`src/rtl/nf10_axis_rr_arbiter.sv`:
```
// -----------------------------------------------------------------------------
// nf10_axis_rr_arbiter
//
// Packet-granular round-robin arbiter. It shares one 64-bit AXI4-Stream input
// of the downstream 64->256 converter among four 64-bit requesters. A port is
// granted for one whole packet, and priority rotates after every packet.
// Data, strobes, tuser and tlast pass through combinationally and unchanged.
// There is no buffering.
//
// Optional feature macro: NF10_AXIS_RR_ARBITER_STATS_EN
//   When defined, adds the pkt_cnt output: four 32-bit wrapping counters of
//   completed packets, one per port. They are cleared only by axi_reset.
//
// Ports:
//   axi_aclk, axi_reset   clock; asynchronous active-high reset
//   s_axis_*              four packed slave streams; port i uses slice i
//   s_axis_tready         per-port ready; only the granted port sees m_axis_tready
//   m_axis_*              master stream to the converter
//   m_axis_tready         ready from the converter
//   pkt_cnt               (stats build only) per-port packet counters, 4 x 32
// -----------------------------------------------------------------------------
module nf10_axis_rr_arbiter #(
    parameter int C_AXIS_DATA_WIDTH  = 64,
    parameter int C_AXIS_TUSER_WIDTH = 128,
    parameter int C_NUM_PORTS        = 4
) (
    input  logic                                        axi_aclk,
    input  logic                                        axi_reset,
    input  logic [C_NUM_PORTS*C_AXIS_DATA_WIDTH-1:0]    s_axis_tdata,
    input  logic [C_NUM_PORTS*C_AXIS_DATA_WIDTH/8-1:0]  s_axis_tstrb,
    input  logic [C_NUM_PORTS*C_AXIS_TUSER_WIDTH-1:0]   s_axis_tuser,
    input  logic [C_NUM_PORTS-1:0]                      s_axis_tvalid,
    input  logic [C_NUM_PORTS-1:0]                      s_axis_tlast,
    output logic [C_NUM_PORTS-1:0]                      s_axis_tready,
    output logic [C_AXIS_DATA_WIDTH-1:0]                m_axis_tdata,
    output logic [C_AXIS_DATA_WIDTH/8-1:0]              m_axis_tstrb,
    output logic [C_AXIS_TUSER_WIDTH-1:0]               m_axis_tuser,
    output logic                                        m_axis_tvalid,
    output logic                                        m_axis_tlast,
    input  logic                                        m_axis_tready
`ifdef NF10_AXIS_RR_ARBITER_STATS_EN
    ,
    output logic [C_NUM_PORTS*32-1:0]                   pkt_cnt
`endif
);

    localparam int SW = C_AXIS_DATA_WIDTH / 8;

    typedef enum logic [0:0] {
        ST_IDLE = 1'b0,
        ST_SEND = 1'b1
    } state_t;

    state_t      state_r;
    state_t      state_s;
    logic [1:0]  grant_r;
    logic [1:0]  grant_s;
    logic [1:0]  ptr_r;
    logic [1:0]  ptr_s;
    logic        last_hs_s;

    // First requesting port when scanning base, base+1, base+2, base+3 (mod 4).
    // Only called with at least one request set. If no request is set, it
    // returns base.
    function automatic logic [1:0] rr_pick(input logic [3:0] req, input logic [1:0] base);
        logic [1:0] idx;
        logic       found;
        rr_pick = base;
        found   = 1'b0;
        for (int k = 0; k < 4; k++) begin
            idx = base + 2'(k);
            if (!found && req[idx]) begin
                rr_pick = idx;
                found   = 1'b1;
            end
        end
    endfunction

    // End of the granted packet: the tlast beat is accepted by the converter.
    assign last_hs_s = (state_r == ST_SEND) & m_axis_tvalid & m_axis_tready & m_axis_tlast;

    // State, grant and priority-pointer registers.
    always_ff @(posedge axi_aclk or posedge axi_reset) begin
        if (axi_reset) begin
            state_r <= ST_IDLE;
            grant_r <= 2'd0;
            ptr_r   <= 2'd0;
        end else begin
            state_r <= state_s;
            grant_r <= grant_s;
            ptr_r   <= ptr_s;
        end
    end

    // Next-state logic. The grant is sampled once in IDLE and then held until
    // the tlast handshake. Gaps in tvalid never release it.
    always_comb begin
        state_s = state_r;
        grant_s = grant_r;
        ptr_s   = ptr_r;
        case (state_r)
            ST_IDLE: begin
                if (|s_axis_tvalid) begin
                    state_s = ST_SEND;
                    grant_s = rr_pick(s_axis_tvalid, ptr_r);
                end else begin
                    state_s = ST_IDLE;
                end
            end
            ST_SEND: begin
                if (last_hs_s) begin
                    state_s = ST_IDLE;
                    ptr_s   = grant_r + 2'd1;
                end else begin
                    state_s = ST_SEND;
                end
            end
            default: begin
                state_s = ST_IDLE;
            end
        endcase
    end

    // Zero-latency pass-through mux of the granted port. Everything is zero in IDLE.
    always_comb begin
        m_axis_tdata  = {C_AXIS_DATA_WIDTH{1'b0}};
        m_axis_tstrb  = {SW{1'b0}};
        m_axis_tuser  = {C_AXIS_TUSER_WIDTH{1'b0}};
        m_axis_tvalid = 1'b0;
        m_axis_tlast  = 1'b0;
        s_axis_tready = {C_NUM_PORTS{1'b0}};
        if (state_r == ST_SEND) begin
            m_axis_tdata           = s_axis_tdata[grant_r*C_AXIS_DATA_WIDTH +: C_AXIS_DATA_WIDTH];
            m_axis_tstrb           = s_axis_tstrb[grant_r*SW +: SW];
            m_axis_tuser           = s_axis_tuser[grant_r*C_AXIS_TUSER_WIDTH +: C_AXIS_TUSER_WIDTH];
            m_axis_tvalid          = s_axis_tvalid[grant_r];
            m_axis_tlast           = s_axis_tlast[grant_r];
            s_axis_tready[grant_r] = m_axis_tready;
        end else begin
            s_axis_tready = {C_NUM_PORTS{1'b0}};
        end
    end

`ifdef NF10_AXIS_RR_ARBITER_STATS_EN
    logic [C_NUM_PORTS*32-1:0] pkt_cnt_r;

    // Per-port packet counters. They wrap naturally at 32 bits.
    always_ff @(posedge axi_aclk or posedge axi_reset) begin
        if (axi_reset) begin
            pkt_cnt_r <= {(C_NUM_PORTS*32){1'b0}};
        end else if (last_hs_s) begin
            pkt_cnt_r[grant_r*32 +: 32] <= pkt_cnt_r[grant_r*32 +: 32] + 32'd1;
        end else begin
            pkt_cnt_r <= pkt_cnt_r;
        end
    end

    assign pkt_cnt = pkt_cnt_r;
`endif

endmodule

```
`config.mk`:
```
export PLATFORM = sky130hd
export DESIGN_NAME = nf10_axis_rr_arbiter
export DESIGN_NICKNAME = d
export VERILOG_FILES = /design/src/rtl/nf10_axis_rr_arbiter.sv
export SDC_FILE = /design/constraint.sdc
export NUM_CORES = 1
export LEC_CHECK = 0
export BUFFER_PORTS_ARGS = -buffer_cell sky130_fd_sc_hd__buf_2
export CORE_AREA = 2 2 390 392
export CTS_CLUSTER_SIZE = 14
export DETAILED_ROUTE_END_ITERATION = 8
export DIE_AREA = 0 0 392 394
export PLACE_DENSITY = 0.3
export SYNTH_ARGS = -nofsm -noshare
export SYNTH_HDL_FRONTEND = slang
export SYNTH_SLANG_ARGS = --single-unit
```
`constraint.sdc`:
```
create_clock -name axi_aclk -period 4.5 [get_ports axi_aclk]
set_input_delay 0.45 -clock axi_aclk [delete_from_list [all_inputs] [get_ports axi_aclk]]
set_output_delay 0.45 -clock axi_aclk [all_outputs]
set_load 0.1 [all_outputs]
```
Yosys cells after proc, flatten, opt, wreduce, memory -nomap -nowiden
Cells that the tools add are included.
Widths: inputs -> output; s select.

storage, ports and cells
  flip-flop bits (word level) = 5
  output and inout port bits = 206
  memory bits (writable) = 0
  input port bits = 811
  memories kept = 0
  logic and storage cells = 66
  bits in latches = 0
  memory bits (read-only) = 0

operators by class
  equality and inequality tests = 0
  divide/modulo/power cells = 0
  magnitude comparators = 6
  shift-type cells = 3
  reductions and logical operators = 10
  multiply operators = 0
  muxes and demuxes = 35
  bitwise operators = 5
  add/sub/neg operators = 4

operators with widths
  operator             number
  $shiftx 512x10->128  1
  $shiftx 256x9->64    1
  $mux 128             1
  $mux 64              1
  $shiftx 32x6->8      1
  $mux 1               20
  $lt 2x3->1 const B   5
  $bmux 1 s2           6
  $mux 8               1
  $mux 2               3
  $add 2x1->2 const B  2
  $add 2x2->2 const B  2
  $and 4x4->4          1
  $logic_and 1x1->1    4
  $mux 4               1
  $reduce_and 2->1     2
  $reduce_or 4->1      1
  $and 1x1->1          3
  $logic_not 1->1      3
  $demux 1 s2          1
  $ge 2x1->1 const B   1
  $pmux 1 s2           1
  $not 1->1            1

Longest topological paths before layout
Gate-level depths: netlist (run 1).

  depth after elaboration = 18
  gate-level depth with buffers = 6
  depth with buffers taken out = 4

Worst setup path before layout (run 1)
OpenSTA, ideal clock, no wires.

  path type = reg-to-output
  from = reg grant_r[1]
  to = out m_axis_tdata[19]
  path buffers = 3
  cell stages (with the launch flop) = 6
  data arrival time = 1.889 ns
  setup slack = 2.161 ns
  required time = 4.050 ns
  cell sequence = dfrtp_1 -> buf_2 -> clkbuf_1 -> buf_2 -> mux4_2 -> and2_1

between the ends
  cells in the longest elaborated chain, start to end = 2

ends and longest elaborated chain
  what                    RTL line  text
  start, declared         56        logic [1:0] grant_r;
  start signal, assigned  90        grant_r <= grant_s;
  $shiftx 256x9->64       133       m_axis_tdata = s_axis_tdata[grant_r*C_AXIS_DATA_WIDTH +: C_AXIS_DATA_WIDTH];
  $mux 64                 132       if (state_r == ST_SEND) begin
  end, declared           35        output logic [C_AXIS_DATA_WIDTH-1:0] m_axis_tdata,

No other way between the ends.

Final worst setup path (run 1)
  from = reg grant_r[0]
  to = out m_axis_tuser[115]

between the ends
  cells in the longest elaborated chain, start to end = 2

ends and longest elaborated chain
  what                 RTL line  text
  $shiftx 512x10->128  135       m_axis_tuser = s_axis_tuser[grant_r*C_AXIS_TUSER_WIDTH +: C_AXIS_TUSER_WIDTH];
  $mux 128             132
  end, declared        37        output logic [C_AXIS_TUSER_WIDTH-1:0] m_axis_tuser,

No other way between the ends.

==> results.toml, run 1 <==
[synthesis]
synthArstFlopShare = 1.00
synth_top_family_by_area = "multiplexers"
synth.avg_cell_area_um2 = 12.9
syn-instance-count = 512
yosysTopAreaCell = "mux4_2"
synth-seq-area-share = 0.0189
synth_compound_area_frac = 0.00908
muxShareOfSynthArea = 0.691
synth_top_area_share = 0.688
syn_area_um2 = 6610
synthesis.nets = 1327
yosys.area_share.simple = 0.203
yosys_warnings = 0
yosys_most_used_dff = "dfrtp_1"
ys_ff_latch = 5
synth-edff-count = 0
synth_fa_ha_area_frac = 0.00757
synth_xor_area_frac = 0
synth.distinct_cells = 25
synth.area.top_cells = "mux4_2 69%, and2_1 19%, buf_6 3.6%"

[route]
wirelength_mm = 88.3
drt-initial-drc-count = 567
drc = 0
routedWlPerCell_um = 25.0
drt_pre_antenna_iters = 4
antenna_left = 0
avgViaCountPerCell = 2.82
num_vias = 9967

[cts]
htree_levels = 1
path_clk_slew_ns = 0.03
cts_hold_buf = 0
post-cts-setup-buffers = 0
cts_tree = "done"
clock-sinks = 5
cts_resized = 0
clock_latency_ns = 0.23
cts_buffers = 3
root_buffer = "clkbuf_16"
clock_path_buffers = 2

[job]
cap_violations = 0

[global_route]
grt_pass1_wl_mm = 111
grt_pass1_vias = 10600
overflow = 0
grt_use_total = 0.109
antenna_found_initial = 109
grt_max_degree = 96

[critical_path]
critPathLaunch = "grant_r[0]"
critPathSlowestCell = "dfrtp_4"
crit_fanout = 21
path_cells = "buf_4 -> mux4_2 -> and2_1 -> buf_2"
reg2reg_to = "ptr_r[1]"
cp.arrival_ns = 2.77
cp_slowest_stage_delay_ns = 0.89
r2r_cells = 5
start_kind = "flop"
r2r_start = "grant_r[0]"
critPathKind = "flop to output pin"
required_ns = 4.05
worstSetupEndpointType = "output pin"
r2r_setup_slack_ns = 1.97
crit_path_end = "m_axis_tuser[115]"

[sta]
min_period_over_period = 0.715
max_freq_ghz = 0.311
slew_headroom = 0.372
tightest_slew_ns = 0.942
period_needed_ns = 3.22
rsz0062_at_grt = "false"
setup_viol = 0
hold_viol = 0
fin_skew_ns = 0.00191
maxSlewViolCount = 0
tns_ns = 0

[floorplan]
initial_core_util = 0.0439
fp-row-count = 143
die_y_um = 394
die_area_um2 = 154000
die_w_um = 392
io-pin-count = 1017
core_um2 = 151000

[placement]
hpwl_mm = 81.8
place_congestion = 0.939
port_buffers = 1016

[final_layout]
area_delta_synth_final_pct = 115
nets = 2300
drive_gt1_frac = 0.840

[status]
outcome = "complete, no violations"

[worst_hold_path]
hold_class = "input pin to async pin"
## metrics by stage
| step | hold WS (ns) | cells | utilization | worst slack (ns) | area (um2) |
|---|---|---|---|---|---|
| 2_1_floorplan | 0.229 | 512 | - | 2.16 | 6610 |
| 3_3_place_gp | 0.374 | 3510 | 0.0934 | 1.35 | 14100 |
| 3_5_place_dp | 0.367 | 3510 | 0.0934 | 1.33 | 14100 |
| 4_1_cts | 0.129 | 3514 | 0.0939 | 1.08 | 14200 |
| 5_1_grt | 0.147 | 3521 | 0.0941 | 1.07 | 14200 |
| 6_report | 0.122 | 3534 | 0.0943 | 1.28 | 14200 |
## state kept, by name, indices dropped and copies added (netlist names)
register  count
grant_r       2
state_r       1
ptr_r         2
## cell usage after synthesis (3+ instances only)
| cell type | count |
|---|---|
| buf_6 | 21 |
| clkbuf_1 | 26 |
| buf_2 | 22 |
| nor2_1 | 3 |
| a21oi_1 | 3 |
| ha_1 | 4 |
| and2_1 | 202 |
| mux4_2 | 202 |
| inv_1 | 6 |
| dfrtp_1 | 5 |
| and3_1 | 4 |
## routing by layer
layer	track usage	part of all wire
met1	0.127	0.37
met2	0.192	0.49
met3	0.0416	0.11
met4	0.0137	0.019
met5	0	0.0040
## cell usage in the layout, fill, tap and decap left out
| cell | Yosys | routed |
|---|---|---|
| nand2b_1 | 1 | 1 |
| a221oi_1 | 1 | 1 |
| ha_1 | 4 | 4 |
| buf_4 | 0 | 12 |
| and2_4 | 1 | 1 |
| nand3_2 | 1 | 1 |
| and3_1 | 4 | 4 |
| mux2_1 | 1 | 1 |
| inv_1 | 6 | 6 |
| buf_12 | 0 | 9 |
| dfrtp_1 | 5 | 2 |
| dfrtp_4 | 0 | 3 |
| and2_1 | 202 | 202 |
| o21ai_0 | 1 | 1 |
| clkbuf_16 | 0 | 3 |
| clkbuf_1 | 26 | 1 |
| a211o_1 | 1 | 1 |
| a21oi_1 | 3 | 3 |
| o32ai_1 | 1 | 1 |
| nor2_1 | 3 | 3 |
| nor3_1 | 1 | 1 |
| buf_2 | 22 | 1016 |
| nor2b_1 | 1 | 1 |
| a31oi_1 | 1 | 1 |
| nand2_1 | 1 | 1 |
| mux2i_1 | 1 | 1 |
| mux4_2 | 202 | 202 |
| a21o_1 | 1 | 1 |
| diode_2 | 0 | 20 |
## worst max-delay path, delay by kind of cell (launching register included)
kind,cells,cell delay (ns)
buffers and inverters,2,0.73
DFF,1,0.89
muxes,1,0.61
and+or+nand+nor,1,0.26
## how the worst min path moves through the flow
| stage | from | end | slack [ns] | depth (start not counted) |
|---|---|---|---|---|
| after floorplan | axi_reset | grant_r[0] | 0.23 | 1 |
| after global placement | axi_reset | grant_r[1] | 0.37 | 2 |
| after detailed placement | axi_reset | state_r | 0.37 | 2 |
| after CTS | axi_reset | state_r | 0.13 | 2 |
| after global routing | axi_reset | state_r | 0.15 | 2 |
| final | axi_reset | state_r | 0.12 | 2 |
## area by class of cell
cell class | count | area (um2)
Fill cell | 17700 | 136000
Multi-Input combinational cell | 432 | 6020
Timing Repair Buffer | 1037 | 5360
Tap cell | 2030 | 2540
Sequential cell | 5 | 136
Clock buffer | 4 | 78.8
Antenna cell | 20 | 50.0
Inverter | 6 | 22.5
## cell families after synthesis
| family | count (synthesis) |
|---|---|
| flops | 5 |
| compound gates | 9 |
| fa+ha+maj | 4 |
| buf+inv | 75 |
| mux | 204 |
| simple gates | 215 |
Power of run 1 is left out: the tool's default activity adds up to more than one toggle a clock period on the data nets, which glitch-free logic cannot reach.
==> run 2, diff against run 1 <==
- ABC_AREA: unset -> 1
- CORE_AREA: 2 2 390 392 -> 2 2 401 403
- DIE_AREA: 0 0 392 394 -> 0 0 403 405
- clock period: 4.5 -> 2.8 ns (I/O delays scaled with it)
==> results.toml, run 2 <==
[cts]
post-cts-setup-buffers = 0
clock_path_buffers = 2
clock-sinks = 5
root_buffer = "clkbuf_16"
path_clk_slew_ns = 0.03
htree_levels = 1
cts_tree = "done"
clock_latency_ns = 0.23
cts_buffers = 3

[global_route]
grt_use_total = 0.142
overflow = 0
antenna_found_initial = 122
grt_max_degree = 72
grt_pass1_vias = 15900
grt_pass1_wl_mm = 156

[status]
violations = "setup timing"
outcome = "complete, but fails checks"

[synthesis]
syn_area_um2 = 7340
synth-edff-count = 0
synth.distinct_cells = 21
ys_ff_latch = 5
synth_top_area_share = 0.415
syn-instance-count = 1661
yosys_warnings = 0
yosys_most_used_dff = "dfrtp_1"
yosysMostFrequentCell = "nor2_1"
synthesis.nets = 2476
synth_commonest_cells = "811 x nor2_1, 333 x o21ai_0, 203 x a21oi_1"
synth.avg_cell_area_um2 = 4.42
synth.area.top_cells = "nor2_1 41%, o21ai_0 23%, a21oi_1 14%"
synth-seq-area-share = 0.0170
synthArstFlopShare = 1.00
yosysTopAreaCell = "nor2_1"

[critical_path]
worstSetupEndpointType = "output pin"
crit_fanout = 65
cp_slowest_stage_delay_ns = 0.51
crit_path_frequent_cell = "buf_12"
path_cells = "buf_12 -> buf_12 -> nor2_1 -> nor2_1 -> o21ai_0 -> a21oi_2 -> buf_12"
critPathKind = "flop to output pin"
cp_top_family = "buffers and inverters"
cp.arrival_ns = 2.52
critPathSlowestCell = "dfrtp_4"
start_kind = "flop"
critPathBufInv = 3
required_ns = 2.52

[sta]
fin_skew_ns = 0.000620
min_period_over_period = 1.00
slew_headroom = 0.215
tns_ns = -0.00249
worst_slack_ns = -0.00249
setup_viol = 1
hold_viol = 0
holdWs_ns = 0.441
tightest_slew_ns = 1.16
maxSlewViolCount = 0
period_needed_ns = 2.80
max_freq_ghz = 0.357

[final_layout]
final_cell_mix = "811 x nor2_1, 811 x buf_2, 330 x o21ai_0"
area_delta_synth_final_pct = 163
nets = 3433
drive_gt1_frac = 0.506
post-route-util = 0.121
largestRegisters = "grant_r x2, ptr_r x2, state_r x1"

[route]
drt_pre_antenna_iters = 5
num_vias = 16100
avgViaCountPerCell = 3.40
antenna_left = 0
drc = 0
wirelength_mm = 123
drt-initial-drc-count = 1262
routedWlPerCell_um = 26.1

[placement]
place_congestion = 0.938
preCtsSetupSlack_ns = 0.0959
hpwl_mm = 110
port_buffers = 1016

[floorplan]
die_y_um = 405
core_um2 = 159000
initial_core_util = 0.0461
die_w_um = 403
io-pin-count = 1017
die_area_um2 = 163000
fp-row-count = 147

[job]
cap_violations = 0

[worst_hold_path]
hold_class = "input pin to flop"
run 2: worst register-to-register path, delay by kind of cell (launching register included):
kind                   cells  cell delay, ns
DFF                        1            0.59
AOI/OAI and AO/OA          3            0.53
and+or+nand+nor            3            0.44
buffers and inverters      2            0.47
run 2: timing repair:
action                                 in CTS  in global routing
endpoints found under the hold margin       5                  0
setup endpoints to repair                   3                  0
gates resized for setup                     4                  0
hold buffers                                1                  0
run 2: final cells by class:
| type | instances | area, um2 |
|---|---|---|
| clock buffer | 4 | 78.8 |
| antenna | 34 | 85.1 |
| sequential | 5 | 133 |
| timing repair buffer | 1109 | 9160 |
| inverter | 15 | 83.8 |
| multi-input combinational | 1484 | 7160 |
| fill | 18800 | 140000 |
| tap | 2086 | 2610 |
run 2: per-layer routing:
| layer | vias up | share of wire | GRT usage |
|---|---|---|---|
| met5 | - | 0.0023 | 0 |
| met4 | 50 | 0.019 | 0.0254 |
| met3 | 196 | 0.092 | 0.0474 |
| met2 | 849 | 0.48 | 0.243 |
| met1 | 7611 | 0.40 | 0.173 |
| li1 | 7401 | - | - |
run 2: per-stage QoR:
stage                     instances  cell area [um2]
final                          4737            19300
after global routing           4718            19300
after CTS                      4703            19200
after detailed placement       4698            19100
after global placement         4698            19100
after floorplan                1661             8090
run 2: cells by family (layout without fill, tap and decap cells):
family / after synthesis / in the layout / synth area share
flops: 5 / 5 / 0.0170
buf+inv: 172 / 1128 / 0.109
other cells: 0 / 34 / 0
fa+ha+maj: 4 / 4 / 0.00682
simple gates: 870 / 870 / 0.450
compound gates: 610 / 610 / 0.416
run 2: worst paths after layout:
path | slack (ns) | cells past startpoint | startpoint | end
max reg2reg | 0.64 | 8 | grant_r[1] | ptr_r[0]
min reg2reg | 0.68 | 2 | state_r | state_r
min in group asynchronous | 0.55 | 3 | axi_reset | grant_r[0]
max in group asynchronous | 2.03 | 3 | axi_reset | grant_r[1]
min | 0.44 | 3 | m_axis_tready | ptr_r[0]
max | -0.002 | 7 | grant_r[0] | m_axis_tuser[55]
Power of run 2 is left out for the same reason.
==> run 3, diff against run 2 <==
- GPL_ROUTABILITY_DRIVEN: unset -> 0
- REMOVE_ABC_BUFFERS: unset -> 1
==> results.toml, run 3 (synthesis gave the netlist of run 2 again) <==
[status]
outcome = "complete, no violations"

[floorplan]
core_um2 = 159000
io-pin-count = 1017
die_y_um = 405
die_w_um = 403
fp-row-count = 147
die_area_um2 = 163000
initial_core_util = 0.0461

[sta]
holdWs_ns = 0.401
slew_headroom = 0.302
max_freq_ghz = 0.374
hold_viol = 0
tightest_slew_ns = 1.04
fin_skew_ns = 0.00293
rsz0062_at_grt = "false"
period_needed_ns = 2.68
worst_slack_ns = 0.125
setup_viol = 0
min_period_over_period = 0.955
maxSlewViolCount = 0

[cts]
clock_latency_ns = 0.23
post-cts-setup-buffers = 0
root_buffer = "clkbuf_16"
cts_buffers = 3
clock_path_buffers = 2
path_clk_slew_ns = 0.04
htree_levels = 1
cts_tree = "done"
clock-sinks = 5

[global_route]
grt_use_total = 0.108
overflow = 0
antenna_found_initial = 38
grt_pass1_vias = 15000
grt_pass1_wl_mm = 124
grt_max_degree = 79

[placement]
hpwl_mm = 83.1
preCtsSetupSlack_ns = 0.0807
port_buffers = 1016

[critical_path]
cp_slowest_stage_delay_ns = 0.50
path_cells = "buf_12 -> nor2_1 -> nor2_1 -> o21ai_0 -> a21oi_1 -> buf_12"
crit_fanout = 57
critPathSlowestCell = "dfrtp_4"
start_kind = "flop"
critPathKind = "flop to output pin"
cp.arrival_ns = 2.40
required_ns = 2.52
worstSetupEndpointType = "output pin"

[worst_hold_path]
hold_class = "input pin to flop"

[final_layout]
post-route-util = 0.117
largestRegisters = "grant_r x2, ptr_r x2, state_r x1"
final_cell_mix = "811 x nor2_1, 811 x buf_2, 330 x o21ai_0"
nFillCells = 18900
area_delta_synth_final_pct = 154
nets = 3453
drive_gt1_frac = 0.436

[route]
drt_pre_antenna_iters = 5
num_vias = 15400
drt-initial-drc-count = 1101
drc = 0
antenna_left = 0
avgViaCountPerCell = 3.25
routedWlPerCell_um = 20.1
wirelength_mm = 95.2

[job]
cap_violations = 0
## run 3: stage by stage
| stage | instances | TNS (ns) | instance area, um2 |
|---|---|---|---|
| 2_1_floorplan | 1504 | -2451.10 | 6590 |
| 3_3_place_gp | 4718 | 0 | 18500 |
| 3_5_place_dp | 4718 | 0 | 18500 |
| 4_1_cts | 4723 | 0 | 18600 |
| 5_1_grt | 4730 | 0 | 18700 |
| 6_report | 4734 | 0 | 18700 |
## run 3: area by class of cell
cell class	count	area (um2)	area share
clock buffers	4	78.8	0.00422
inverters	15	78.8	0.00422
well taps	2086	2610	0.140
repair buffers	1129	9310	0.499
diodes	11	27.5	0.00147
multi-input cells	1484	6430	0.345
flip-flops and latches	5	133	0.00711
## run 3: final timing paths
kind	to	depth (start not counted)	slack (ns)	from
setup reg to reg	ptr_r[1]	9	0.68	grant_r[0]
hold / removal	ptr_r[0]	3	0.40	m_axis_tready
hold reg to reg	state_r	2	0.67	state_r
min in group asynchronous	grant_r[1]	3	0.60	axi_reset
setup / recovery	m_axis_tuser[102]	6	0.12	grant_r[0]
max in group asynchronous	grant_r[0]	3	1.94	axi_reset
## run 3: worst max-delay path, delay by kind of cell, from the launching register on
kind / cells / cell delay (ns)
AO/OA/AOI/OAI: 2 / 0.86
buffers and inverters: 2 / 0.48
flip-flops: 1 / 0.50
AND/OR/NAND/NOR: 2 / 0.17
## run 3: what timing repair did
item	4_1_cts	5_1_grt
setup endpoints to repair	7	3
pin swaps	0	0
resized for setup	6	3
gates cloned	0	0
hold endpoints to repair	2	0
hold buffers	1	0
## run 3: layer usage
layer  routed length (um)  track usage
met1                36300        0.124
met5                  137            0
met4                 2450       0.0260
met3                 9930       0.0438
met2                46400        0.187
Power of run 3 is left out for the same reason.
